==> config.mk <==
export PLATFORM = sky130hd
export DESIGN_NAME = alu_exec_unit
export DESIGN_NICKNAME = d
export VERILOG_FILES = /design/src/rtl/alu_pkg.sv /design/src/rtl/alu_shift_iter.sv /design/src/rtl/alu_exec_unit.sv
export SDC_FILE = /design/constraint.sdc
export NUM_CORES = 1
export LEC_CHECK = 0
export BUFFER_PORTS_ARGS = -buffer_cell sky130_fd_sc_hd__buf_2
export CORE_MARGIN = 5
export CORE_UTILIZATION = 60
export CTS_CLUSTER_DIAMETER = 80
export DETAILED_ROUTE_END_ITERATION = 10
export GPL_ROUTABILITY_DRIVEN = 1
export PLACE_DENSITY_LB_ADDON = 0.1
export SETUP_SLACK_MARGIN = 0.1
export SLEW_MARGIN = 40
export SYNTH_ARGS = -nofsm -noshare
export SYNTH_HDL_FRONTEND = slang
export SYNTH_SLANG_ARGS = --single-unit
==> constraint.sdc <==
create_clock -name clk -period 3.3 [get_ports clk]
set_input_delay 0.66 -clock clk [delete_from_list [all_inputs] [get_ports clk]]
set_output_delay 0.66 -clock clk [all_outputs]
set_load 0.03 [all_outputs]
==> src/rtl/alu_pkg.sv <==
// Shared ALU control codes, FSM state encoding and widths for the execution unit.
package alu_pkg;

  localparam int ALU_CTRL_W = 4;

  typedef enum logic [ALU_CTRL_W-1:0] {
    ALU_ADD  = 4'b0000,
    ALU_SUB  = 4'b0001,
    ALU_AND  = 4'b0010,
    ALU_OR   = 4'b0011,
    ALU_SLL  = 4'b0100,
    ALU_SLT  = 4'b0101,
    ALU_SRL  = 4'b0110,
    ALU_SRA  = 4'b0111,
    ALU_SLTB = 4'b1000,
    ALU_XOR  = 4'b1001
  } alu_ctrl_e;

  typedef enum logic [1:0] {
    ST_IDLE  = 2'd0,
    ST_SHIFT = 2'd1,
    ST_DONE  = 2'd2
  } alu_state_e;

  function automatic logic is_shift_op(input logic [ALU_CTRL_W-1:0] c);
    return (c == ALU_SLL) || (c == ALU_SRL) || (c == ALU_SRA);
  endfunction

endpackage

==> src/rtl/alu_shift_iter.sv <==
// One-bit-per-cycle shifter: loads operand and amount, shifts until the counter empties.
// o_done flags the cycle whose shift (o_next) is the final one.
module alu_shift_iter #(
  parameter int WIDTH = 32
) (
  input  logic                     clk,
  input  logic                     rst,
  input  logic                     i_load,
  input  logic                     i_left,
  input  logic                     i_arith,
  input  logic [WIDTH-1:0]         i_data,
  input  logic [$clog2(WIDTH)-1:0] i_amt,
  output logic [WIDTH-1:0]         o_next,
  output logic                     o_done
);

  localparam int SHW = $clog2(WIDTH);

  logic [WIDTH-1:0] r_work;
  logic [SHW-1:0]   r_cnt;
  logic             r_left;
  logic             r_arith;

  assign o_next = r_left ? {r_work[WIDTH-2:0], 1'b0}
                         : {r_arith & r_work[WIDTH-1], r_work[WIDTH-1:1]};
  assign o_done = (r_cnt == SHW'(1));

  always_ff @(posedge clk or posedge rst) begin
    if (rst) begin
      r_work  <= '0;
      r_cnt   <= '0;
      r_left  <= 1'b0;
      r_arith <= 1'b0;
    end else if (i_load) begin
      r_work  <= i_data;
      r_cnt   <= i_amt;
      r_left  <= i_left;
      r_arith <= i_arith;
    end else if (r_cnt != '0) begin
      r_work <= o_next;
      r_cnt  <= r_cnt - SHW'(1);
    end
  end

endmodule

==> src/rtl/alu_exec_unit.sv <==
// Multi-cycle ALU execution unit with valid/ready in and out and a held result.
// Define ALU_FAST_SHIFT_EN for a single-cycle barrel shifter instead of the iterative one.
module alu_exec_unit
  import alu_pkg::*;
#(
  parameter int WIDTH = 32
) (
  input  logic                  clk,
  input  logic                  rst,
  input  logic                  in_valid,
  output logic                  in_ready,
  input  logic [ALU_CTRL_W-1:0] alu_control,
  input  logic [WIDTH-1:0]      src_a,
  input  logic [WIDTH-1:0]      src_b,
  output logic                  out_valid,
  input  logic                  out_ready,
  output logic [WIDTH-1:0]      result,
  output logic                  zero,
  output logic                  illegal
);

  localparam int SHW = $clog2(WIDTH);

  alu_state_e       r_state, w_next_state;
  logic [WIDTH-1:0] r_result, w_alu;
  logic             r_illegal, w_illegal;
  logic [SHW-1:0]   w_amt;
  logic             w_accept;

  assign w_amt    = src_b[SHW-1:0];
  assign w_accept = (r_state == ST_IDLE) && in_valid;

  always_comb begin
    w_alu     = '0;
    w_illegal = 1'b0;
    case (alu_control)
      ALU_ADD:           w_alu = src_a + src_b;
      ALU_SUB:           w_alu = src_a - src_b;
      ALU_AND:           w_alu = src_a & src_b;
      ALU_OR:            w_alu = src_a | src_b;
      ALU_XOR:           w_alu = src_a ^ src_b;
      ALU_SLT, ALU_SLTB: w_alu = {{(WIDTH-1){1'b0}}, $signed(src_a) < $signed(src_b)};
`ifdef ALU_FAST_SHIFT_EN
      ALU_SLL:           w_alu = src_a << w_amt;
      ALU_SRL:           w_alu = src_a >> w_amt;
      ALU_SRA:           w_alu = $signed(src_a) >>> w_amt;
`else
      // Only the zero-amount case lands here; nonzero amounts finish in the iterator.
      ALU_SLL, ALU_SRL, ALU_SRA: w_alu = src_a;
`endif
      default:           w_illegal = 1'b1;
    endcase
  end

`ifndef ALU_FAST_SHIFT_EN
  logic             w_iter;
  logic [WIDTH-1:0] w_sh_next;
  logic             w_sh_done;

  assign w_iter = is_shift_op(alu_control) && (w_amt != '0);

  alu_shift_iter #(.WIDTH(WIDTH)) u_shift (
    .clk     (clk),
    .rst     (rst),
    .i_load  (w_accept && w_iter),
    .i_left  (alu_control == ALU_SLL),
    .i_arith (alu_control == ALU_SRA),
    .i_data  (src_a),
    .i_amt   (w_amt),
    .o_next  (w_sh_next),
    .o_done  (w_sh_done)
  );
`endif

  always_ff @(posedge clk or posedge rst) begin
    if (rst) r_state <= ST_IDLE;
    else     r_state <= w_next_state;
  end

  always_comb begin
    w_next_state = r_state;
    in_ready     = 1'b0;
    out_valid    = 1'b0;
    case (r_state)
      ST_IDLE: begin
        in_ready = 1'b1;
        if (in_valid) begin
          w_next_state = ST_DONE;
`ifndef ALU_FAST_SHIFT_EN
          if (w_iter) w_next_state = ST_SHIFT;
`endif
        end
      end
      ST_SHIFT: begin
`ifndef ALU_FAST_SHIFT_EN
        if (w_sh_done) w_next_state = ST_DONE;
`else
        w_next_state = ST_IDLE;
`endif
      end
      ST_DONE: begin
        out_valid = 1'b1;
        if (out_ready) w_next_state = ST_IDLE;
      end
      default: w_next_state = ST_IDLE;
    endcase
  end

  always_ff @(posedge clk or posedge rst) begin
    if (rst) begin
      r_result  <= '0;
      r_illegal <= 1'b0;
    end else if (w_accept) begin
      r_result  <= w_alu;
      r_illegal <= w_illegal;
    end
`ifndef ALU_FAST_SHIFT_EN
    else if ((r_state == ST_SHIFT) && w_sh_done) begin
      r_result <= w_sh_next;
    end
`endif
  end

  assign result  = r_result;
  assign zero    = (r_result == '0);
  assign illegal = r_illegal;

endmodule
**Word-level counts from Yosys, hierarchy flattened**

Cells that the tools add are included.
W data, S select, Z words.

- Register bits after elaboration: 74
- Output and inout bits: 36
- Logic and storage cells: 63

- Add/subtract/negate cells: 3
- Magnitude comparators: 1
- Equality and inequality tests: 15
- Multiplexer cells: 16
- Bitwise logic cells: 4
- Reductions and logical operators: 17

Operators by type and width:

| cell | count |
|---|---|
| $pmux W32 S7 | 1 |
| $mux W32 | 5 |
| $add A32 B32 Y32 | 1 |
| $and A32 B32 Y32 | 1 |
| $logic_not A32 Y1 | 1 |
| $lt A32 B32 Y1 | 1 |
| $or A32 B32 Y32 | 1 |
| $sub A32 B32 Y32 | 1 |
| $xor A32 B32 Y32 | 1 |
| $eq A4 B3 Y1 const B | 4 |
| $mux W5 | 2 |
| $reduce_bool A5 Y1 | 2 |
| $reduce_or A10 Y1 | 1 |
| $eq A4 B2 Y1 const B | 2 |
| $eq A4 B4 Y1 const B | 2 |
| $mux W2 | 4 |
| $ne A2 B2 Y1 const B | 3 |
| $pmux W2 S3 | 1 |
| $eq A5 B1 Y1 const B | 1 |
| $sub A5 B1 Y5 const B | 1 |
| $eq A4 B1 Y1 const B | 1 |
| $logic_and A1 B1 Y1 | 4 |
| $logic_not A4 Y1 | 1 |
| $reduce_bool A2 Y1 | 2 |
| other kinds (9) | 12 |

**Logic depth before layout (Yosys ltp)**

Gate-level depths: netlist of the first run.

- Depth in word-level cells: 7
- Gate-level depth with buffers: 12

**Cells and area by module**

Synthesis of the first run repeated with hierarchy kept, for this count alone.

- Cells, all modules: 1,255
- Area total of the unflattened synthesis: 9,564.2 µm²

Modules (own cells, without submodules):

| module | instances | cells an instance | area each (µm²) | sequential area each (µm²) |
|---|---|---|---|---|
| alu_exec_unit | 1 | 1,043 | 7,307.0 | 875.8 |
| alu_shift_iter | 1 | 212 | 2,257.2 | 975.9 |

**Worst setup path before layout of the first run**

No wires, ideal clock.

- Path type: input to register
- Start: input src_a[0]
- End: register r_result[28], in the netlist result[28]
- Data arrival time: 3.058 ns
- Slack: 0.138 ns
- Stages: 11
- Path buffers: 0
- Path through: ha_1 > fa_1 > a211oi_1 > o211ai_2 > and2_1 > a31oi_4 > o31ai_2 > a21boi_0 > nor2_1 > o41a_1 > o311ai_1

- Longest elaborated chain between the ends: 3

RTL lines:

| what | RTL line | source |
|---|---|---|
| start: declaration | alu_exec_unit.sv:13 | `input logic [WIDTH-1:0] src_a,` |
| $sub A32 B32 Y32 / $add A32 B32 Y32 (equally long branches) | alu_exec_unit.sv:38, alu_exec_unit.sv:37 |  |
| $pmux W32 S7 * | alu_exec_unit.sv:36 | `case (alu_control)` |
| $mux W32 * | alu_exec_unit.sv:113 | `end else if (w_accept) begin` |
| end signal: assignment | alu_exec_unit.sv:114 | `r_result <= w_alu;` |
| end signal: assignment | alu_exec_unit.sv:119 | `r_result <= w_sh_next;` |
| end: declaration | alu_exec_unit.sv:25 | `logic [WIDTH-1:0] r_result, w_alu;` |

Mark *: on every way between the ends. The rest lies on a longest branch, timed or not.
A chain may end at the register's enable or synchronous reset.

**Final worst setup path of the first run**

- Start: input src_a[1]
- End: register r_result[31], in the netlist result[31]

The elaborated chain is that of the path after synthesis.

==> results of run 1 <==
==> cell usage in the layout, fill, tap and decap left out, drive strengths merged, types with 7 or more instances in the layout <==
cell and count:
clkbuf 10, buf 339, nor2 108, inv 102, xnor2 9, nand2b 7
a2111oi 8, nand2 126, o21bai 12, dfrtp 74, nor3 33, o31ai 14
a21o 10, a211oi 19, ha 116, o211ai 47, a31oi 17, a22oi 18
nor4 17, a221oi 20, nand3 21, o22ai 8, nand4 12, and3 7
mux2i 35, o221ai 9, a21oi 110, o21ai 126, nor2b 15
==> power by group <==
group / switching (mW) / internal, mW
Combinational: 2.30 / 1.38
Clock: 0.377 / 0.677
Sequential: 0.430 / 1.34
==> worst paths after layout <==
check / slack (ns) / cells after the start / startpoint / to
max in group asynchronous: 2.27 / 3 / rst / u_shift.r_work[22]
min in group clk: 0.49 / 1 / illegal / illegal
hold / removal: 0.38 / 2 / rst / result[3]
hold reg to reg: 0.49 / 1 / illegal / illegal
setup reg to reg: 0.39 / 7 / u_shift.r_cnt[2] / result[31]
setup / recovery: 0.07 / 14 / src_a[1] / result[31]
==> critical path, delay by kind of cell <==
| family | cells | cell delay (ns) |
|---|---|---|
| AO/OA/AOI/OAI | 7 | 1.63 |
| buffers and inverters | 4 | 0.44 |
| AND/OR/NAND/NOR | 2 | 0.40 |
| adder cells (fa/ha/maj) | 1 | 0.29 |
==> cell type report <==
class,instances,area (um2)
Multi-Input combinational cell,1024,7090
Timing Repair Buffer,339,2330
Fill cell,1170,3460
Tap cell,216,270
Antenna cell,1,2.50
Inverter,104,392
Clock inverter,5,78.8
Clock buffer,10,239
Sequential cell,74,1850
==> routing by layer <==
metal / GRT usage, % / wire length, um
met5: 0 / 0
met4: 12.9 / 1560
met3: 13.5 / 6150
met2: 60.5 / 16100
met1: 58.0 / 15400
==> repair_timing <==
action                                 in CTS  in global routing
pin swaps                                   1                  6
gates resized for setup                     5                 23
endpoints found under the hold margin       0                  0
buffers inserted                            1                  1
setup endpoints to repair                   6                 19
==> Yosys cell counts (all sizes together), types with 4 or more instances <==
master and number:
o211ai 47, a221oi 20, and2 5, nand3 21
o2111ai 6, nor2 108, mux2i 35, a21o 10
xnor2 9, a221o 6, nor2b 15, o21bai 12
a211o 4, a2111oi 8, nand2b 7, nor3 33
o22ai 8, dfrtp 74, nor4b 4, a211oi 19
nor4 17, or2 6, or3 6, a21oi 110
clkbuf 60, ha 116, o311ai 5, o221ai 9
mux2 4, inv 103, a31oi 17, nand4 12
o41ai 5, o31ai 14, o21ai 126, a22oi 18
o21a 4, buf 22, and3 7, a311oi 5
nand2 126
==> cells by family (layout without fill, tap and decap cells) <==
family	count (synthesis)	count (layout)	share of synthesized area (%)
simple gates	379	379	18.6
buf+inv	186	458	7.78
compound gates	477	477	33.4
other cells	0	1	0
xor+xnor	11	11	1.01
mux	39	39	4.15
fa+ha+maj	118	118	15.7
flops	74	74	19.4
==> registers in the layout, summed over array words and instances (netlist names) <==
register and count:
r_state 2, result 32, u_shift.r_left 1, illegal 1, u_shift.r_cnt 5, u_shift.r_work 32, u_shift.r_arith 1
==> metrics by stage <==
stage / cells / hold WS [ns] / instance area [um2]
after floorplan: 1284 / 0.455 / 9520
after global placement: 1755 / 0.459 / 11800
after detailed placement: 1755 / 0.476 / 11800
after CTS: 1771 / 0.473 / 12100
after global routing: 1772 / 0.422 / 12300
final: 1773 / 0.379 / 12300
==> run_results.csv, run 1 <==
group,metric,value,unit
route,dr.pass1.iters,10,
global_route,track_usage,41.4,%
layout,final_nets,1742,
route,ant_nets,0,
worst_setup_path,critPathLaunchType,"input port",
global_route,grt_max_degree,46,
pwr,p_leak,5.85,nW
outcome,outcome,"completed",
yosys,async_flop_share,100,%
cts,cts_sinks,74,
route,via_per_inst,6.73,
cts,htreeDepth,3,
route,drt-total-wl,39.3,mm
timing,rsz0062_at_grt,"true",
placed_design,hpwlAfterDp,30.4,mm
timing,tightest_slew,0.773,ns
worst_setup_path,path_max_fanout,4,
timing,setup_slack,0.0662,ns
global_route,grt_pass1_wl,60.4,mm
layout,drive_gt1_share,26.2,%
cts,postCtsHoldBufs,0,
global_route,antenna_found_initial,1,
route,via_count,11900,
floorplan,initial_utilization,60.6,%
placed_design,port_buffers,107,
global_route,grt_overflow,0,
run,drv_cap,0,
layout,fin_util,78.0,%
timing,min_period,3.23,ns
pwr,power_density,531,nW/um2
floorplan,die-width,136,um
timing,tns,0,ns
route,remaining_drc_errors,0,
floorplan,fp.dieArea,18500,um2
timing,slew_violations,0,
worst_setup_path,endpoint_kind,"register",
timing,max_slew_margin,48.3,%
pwr,power,6.50,mW
cts,ctsLongestPathBuffers,2,
timing,hold_viol,0,
route,post_drt_wl_per_cell,22.2,um
cts,cts_buffers,9,
yosys,ys_seq_area_share,19.4,%
worst_setup_path,slowest_delay,0.44,ns
floorplan,core-area,15700,um2
yosys,yosys.area.top_type,"dfrtp_1",
worst_setup_path,crit_arrival,3.43,ns
route,drt_iter0_markers,2153,
floorplan,rows,46,
hold_path,hold_path_class,"in -> async",
yosys,synth.area.top_cells,"dfrtp_1 19%, ha_1 15%, o21ai_0 6.5%",
global_route,grt_pass1_vias,11200,
worst_setup_path,cp.required,3.50,ns
placed_design,post-place-ws,-0.351,ns
floorplan,die_y,136,um
pwr,ir_drop,0.403,mV
yosys,synthCells,1284,
cts,clkTransAtPathRegs,0.06,ns
placed_design,place_congestion,1.08,
worst_setup_path,crit_chain,"buf_2, inv_1, ha_1, buf_4, a21oi_1, nand4b_1, a2111oi_2, nor2_1, o21ai_0, buf_4, a21o_1, a311oi_1, a211oi_1, a21oi_1",
cts,clockRootBuffer,"clkbuf_16",
timing,min_period_over_period,98.0,%
cts,clock_latency,0.34,ns
yosys,synthFlopType,"dfrtp_1",
yosys,avgSynthCellArea,7.42,um2
yosys,ys_ff_latch,74,
timing,finClkSkew,0.00458,ns
cts,cts_tree,"built",
yosys,synth_cell_types,85,
worst_setup_path,slowest_stage,"a2111oi_2",
yosys,synth_edf_count,0,
worst_setup_path,crit_type,"in -> reg",
timing,fmax,0.309,GHz
layout,area_growth,28.7,%
yosys,synth_top_area_share,19.4,%
yosys,yosys_warnings,0,
yosys,netlist_area,9520,um2
floorplan,pin_count,108,
timing,setup_viol,0,
yosys,syn-num-nets,1474,
No activity file was read; power rests on OpenSTA's default activity.
==> run 2: changes to the inputs <==
--- a/config.mk
+++ b/config.mk
@@ -11,6 +11,7 @@
 export CTS_CLUSTER_DIAMETER = 80
 export DETAILED_ROUTE_END_ITERATION = 10
 export GPL_ROUTABILITY_DRIVEN = 1
+export MAX_ROUTING_LAYER = met4
 export PLACE_DENSITY_LB_ADDON = 0.1
 export SETUP_SLACK_MARGIN = 0.1
 export SLEW_MARGIN = 40
==> run 2 against run 1 <==
Against the previous run:
- total power decreased by 0.54%
- via count decreased by 0.12%
- utilization about the same
- first-iteration DRC count decreased by 9.5%
- clock power about the same
- critical path type unchanged
- critical endpoint is now result[19]
- largest cell class unchanged
==> run_results.csv, run 2 (same netlist as run 1, synthesis figures left out) <==
group,metric,value,unit
timing,slew_violations,0,
timing,max_slew_margin,54.2,%
route,ant_nets,0,
worst_setup_path,crit_chain,"buf_2, inv_1, ha_1, a21oi_1, nand4b_1, a2111oi_0, nor2_1, o21ai_0, buf_4, o21ba_2, a221oi_1, buf_4, o311ai_1, buf_4, nand2_1",
global_route,grt_pass1_vias,11100,
worst_setup_path,crit_type,"in -> reg",
timing,tightest_slew,0.681,ns
cts,clockRootBuffer,"clkbuf_16",
global_route,grt_overflow,0,
layout,final_common_cell,"buf_4",
placed_design,place_area,11800,um2
cts,ctsLongestPathBuffers,2,
route,via_per_inst,6.70,
worst_setup_path,slowest_stage,"a2111oi_0",
worst_setup_path,slowest_delay,0.42,ns
global_route,track_usage,42.8,%
global_route,top_usage_layer,"met2",
floorplan,rows,46,
worst_setup_path,path_max_fanout,4,
global_route,met2_usage,59.5,%
cts,clkTransAtPathRegs,0.06,ns
timing,min_period,3.14,ns
layout,drive_gt1_share,26.4,%
route,drt-total-wl,39.2,mm
layout,final_cell_mix,"234 x buf_4, 124 x nand2_1, 121 x o21ai_0",
timing,finClkSkew,0.00704,ns
layout,fillCellCount,1234,
layout,final_nets,1747,
pwr,power_density,528,nW/um2
timing,setup_viol,0,
timing,fmax,0.318,GHz
pwr,ir_drop,0.426,mV
floorplan,fp.dieArea,18500,um2
pwr,power,6.47,mW
route,via_count,11900,
timing,worst_hold_slack,0.384,ns
cts,postCtsHoldBufs,0,
global_route,grt_pass1_wl,60.2,mm
run,drv_cap,0,
layout,fin_area,12300,um2
global_route,grt_max_degree,45,
placed_design,place_congestion,1.14,
layout,fin_util,78.0,%
cts,clock_latency,0.34,ns
worst_setup_path,r2r_slack,0.67,ns
timing,min_period_over_period,95.2,%
global_route,antenna_found_initial,0,
route,post_drt_wl_per_cell,22.0,um
cts,cts_sinks,74,
layout,antennaDiodeCount,0,
hold_path,hold_path_class,"in -> async",
pwr,p_leak,5.85,nW
timing,hold_viol,0,
placed_design,hpwlAfterDp,30.6,mm
worst_setup_path,cpMostUsedCell,"buf_4",
cts,cts_buffers,9,
outcome,outcome,"completed",
cts,cts_tree,"built",
worst_setup_path,endpoint_kind,"register",
placed_design,port_buffers,107,
timing,rsz0062_at_grt,"true",
worst_setup_path,crit_arrival,3.37,ns
global_route,grt.met1_usage,59.3,%
floorplan,core-area,15700,um2
floorplan,initial_utilization,60.6,%
global_route,gr-usage-met3,14.1,%
worst_setup_path,cp.required,3.53,ns
floorplan,pin_count,108,
route,drt_iter0_markers,1948,
layout,area_growth,28.7,%
floorplan,die_y,136,um
worst_setup_path,critPathLaunchType,"input port",
floorplan,die-width,136,um
cts,htreeDepth,3,
route,dr.pass1.iters,8,
route,remaining_drc_errors,0,
## run 2: changes by cell type in the layout (fill, tap and decap cells not counted), sizes merged
cell and change:
clkinvlp +3, diode -1, clkbuf +1, bufinv -1
clkinv -4, buf +5, inv +2
## run 2: cell type report
class,instances,area [um2],area share [%]
multi-input combinational,1024,7080,57.7
timing repair buffer,344,2350,19.2
clock buffer,11,253,2.06
clock inverter,5,61.3,0.500
sequential,74,1850,15.1
tap,216,270,2.20
inverter,104,390,3.18
## run 2: per-layer routing
metal | wire length [um] | vias to the layer above
met1 | 15600 | 5512
met4 | 1370 | 0
li1 | - | 5263
met5 | 0 | -
met3 | 6330 | 175
met2 | 15900 | 963
## run 2: where the power goes
group | total (mW) | internal (mW) | switching, mW | leakage, nW
combinational | 3.68 | 1.38 | 2.30 | 4.80
sequential | 1.76 | 1.34 | 0.424 | 0.907
clock | 1.03 | 0.629 | 0.396 | 0.144
total | 6.47 | 3.35 | 3.12 | 5.85
## run 2: path summary, 6_finish.rpt
| path | start | depth (start not counted) | endpoint |
|---|---|---|---|
| worst min register to register | illegal | 1 | illegal |
| worst min-delay path | rst | 2 | u_shift.r_cnt[0] |
| max in group asynchronous | rst | 3 | u_shift.r_work[23] |
| min in group clk | illegal | 1 | illegal |
| worst max register to register | u_shift.r_cnt[2] | 8 | result[31] |
| worst max-delay path | src_a[1] | 15 | result[19] |
## run 2: per-stage QoR
step | setup TNS [ns] | setup slack (ns) | std cells
after CTS | 0 | 0.125 | 1777
after floorplan | 0 | 0.138 | 1284
after global placement | -1.45 | -0.268 | 1761
after detailed placement | -2.41 | -0.335 | 1761
final | 0 | 0.159 | 1778
after global routing | 0 | 0.0892 | 1778
## run 2: worst max-delay path, delay by kind of cell
family / cells / cell delay, ns
AO/OA/AOI/OAI: 6 / 1.30
adder cells (fa/ha/maj): 1 / 0.32
AND/OR/NAND/NOR: 3 / 0.43
buffers and inverters: 5 / 0.68
## run 2: repair_timing
item	in CTS	in global routing
setup endpoints to repair	1	17
buffers inserted	0	1
resized for setup	1	26
pin swaps	0	6
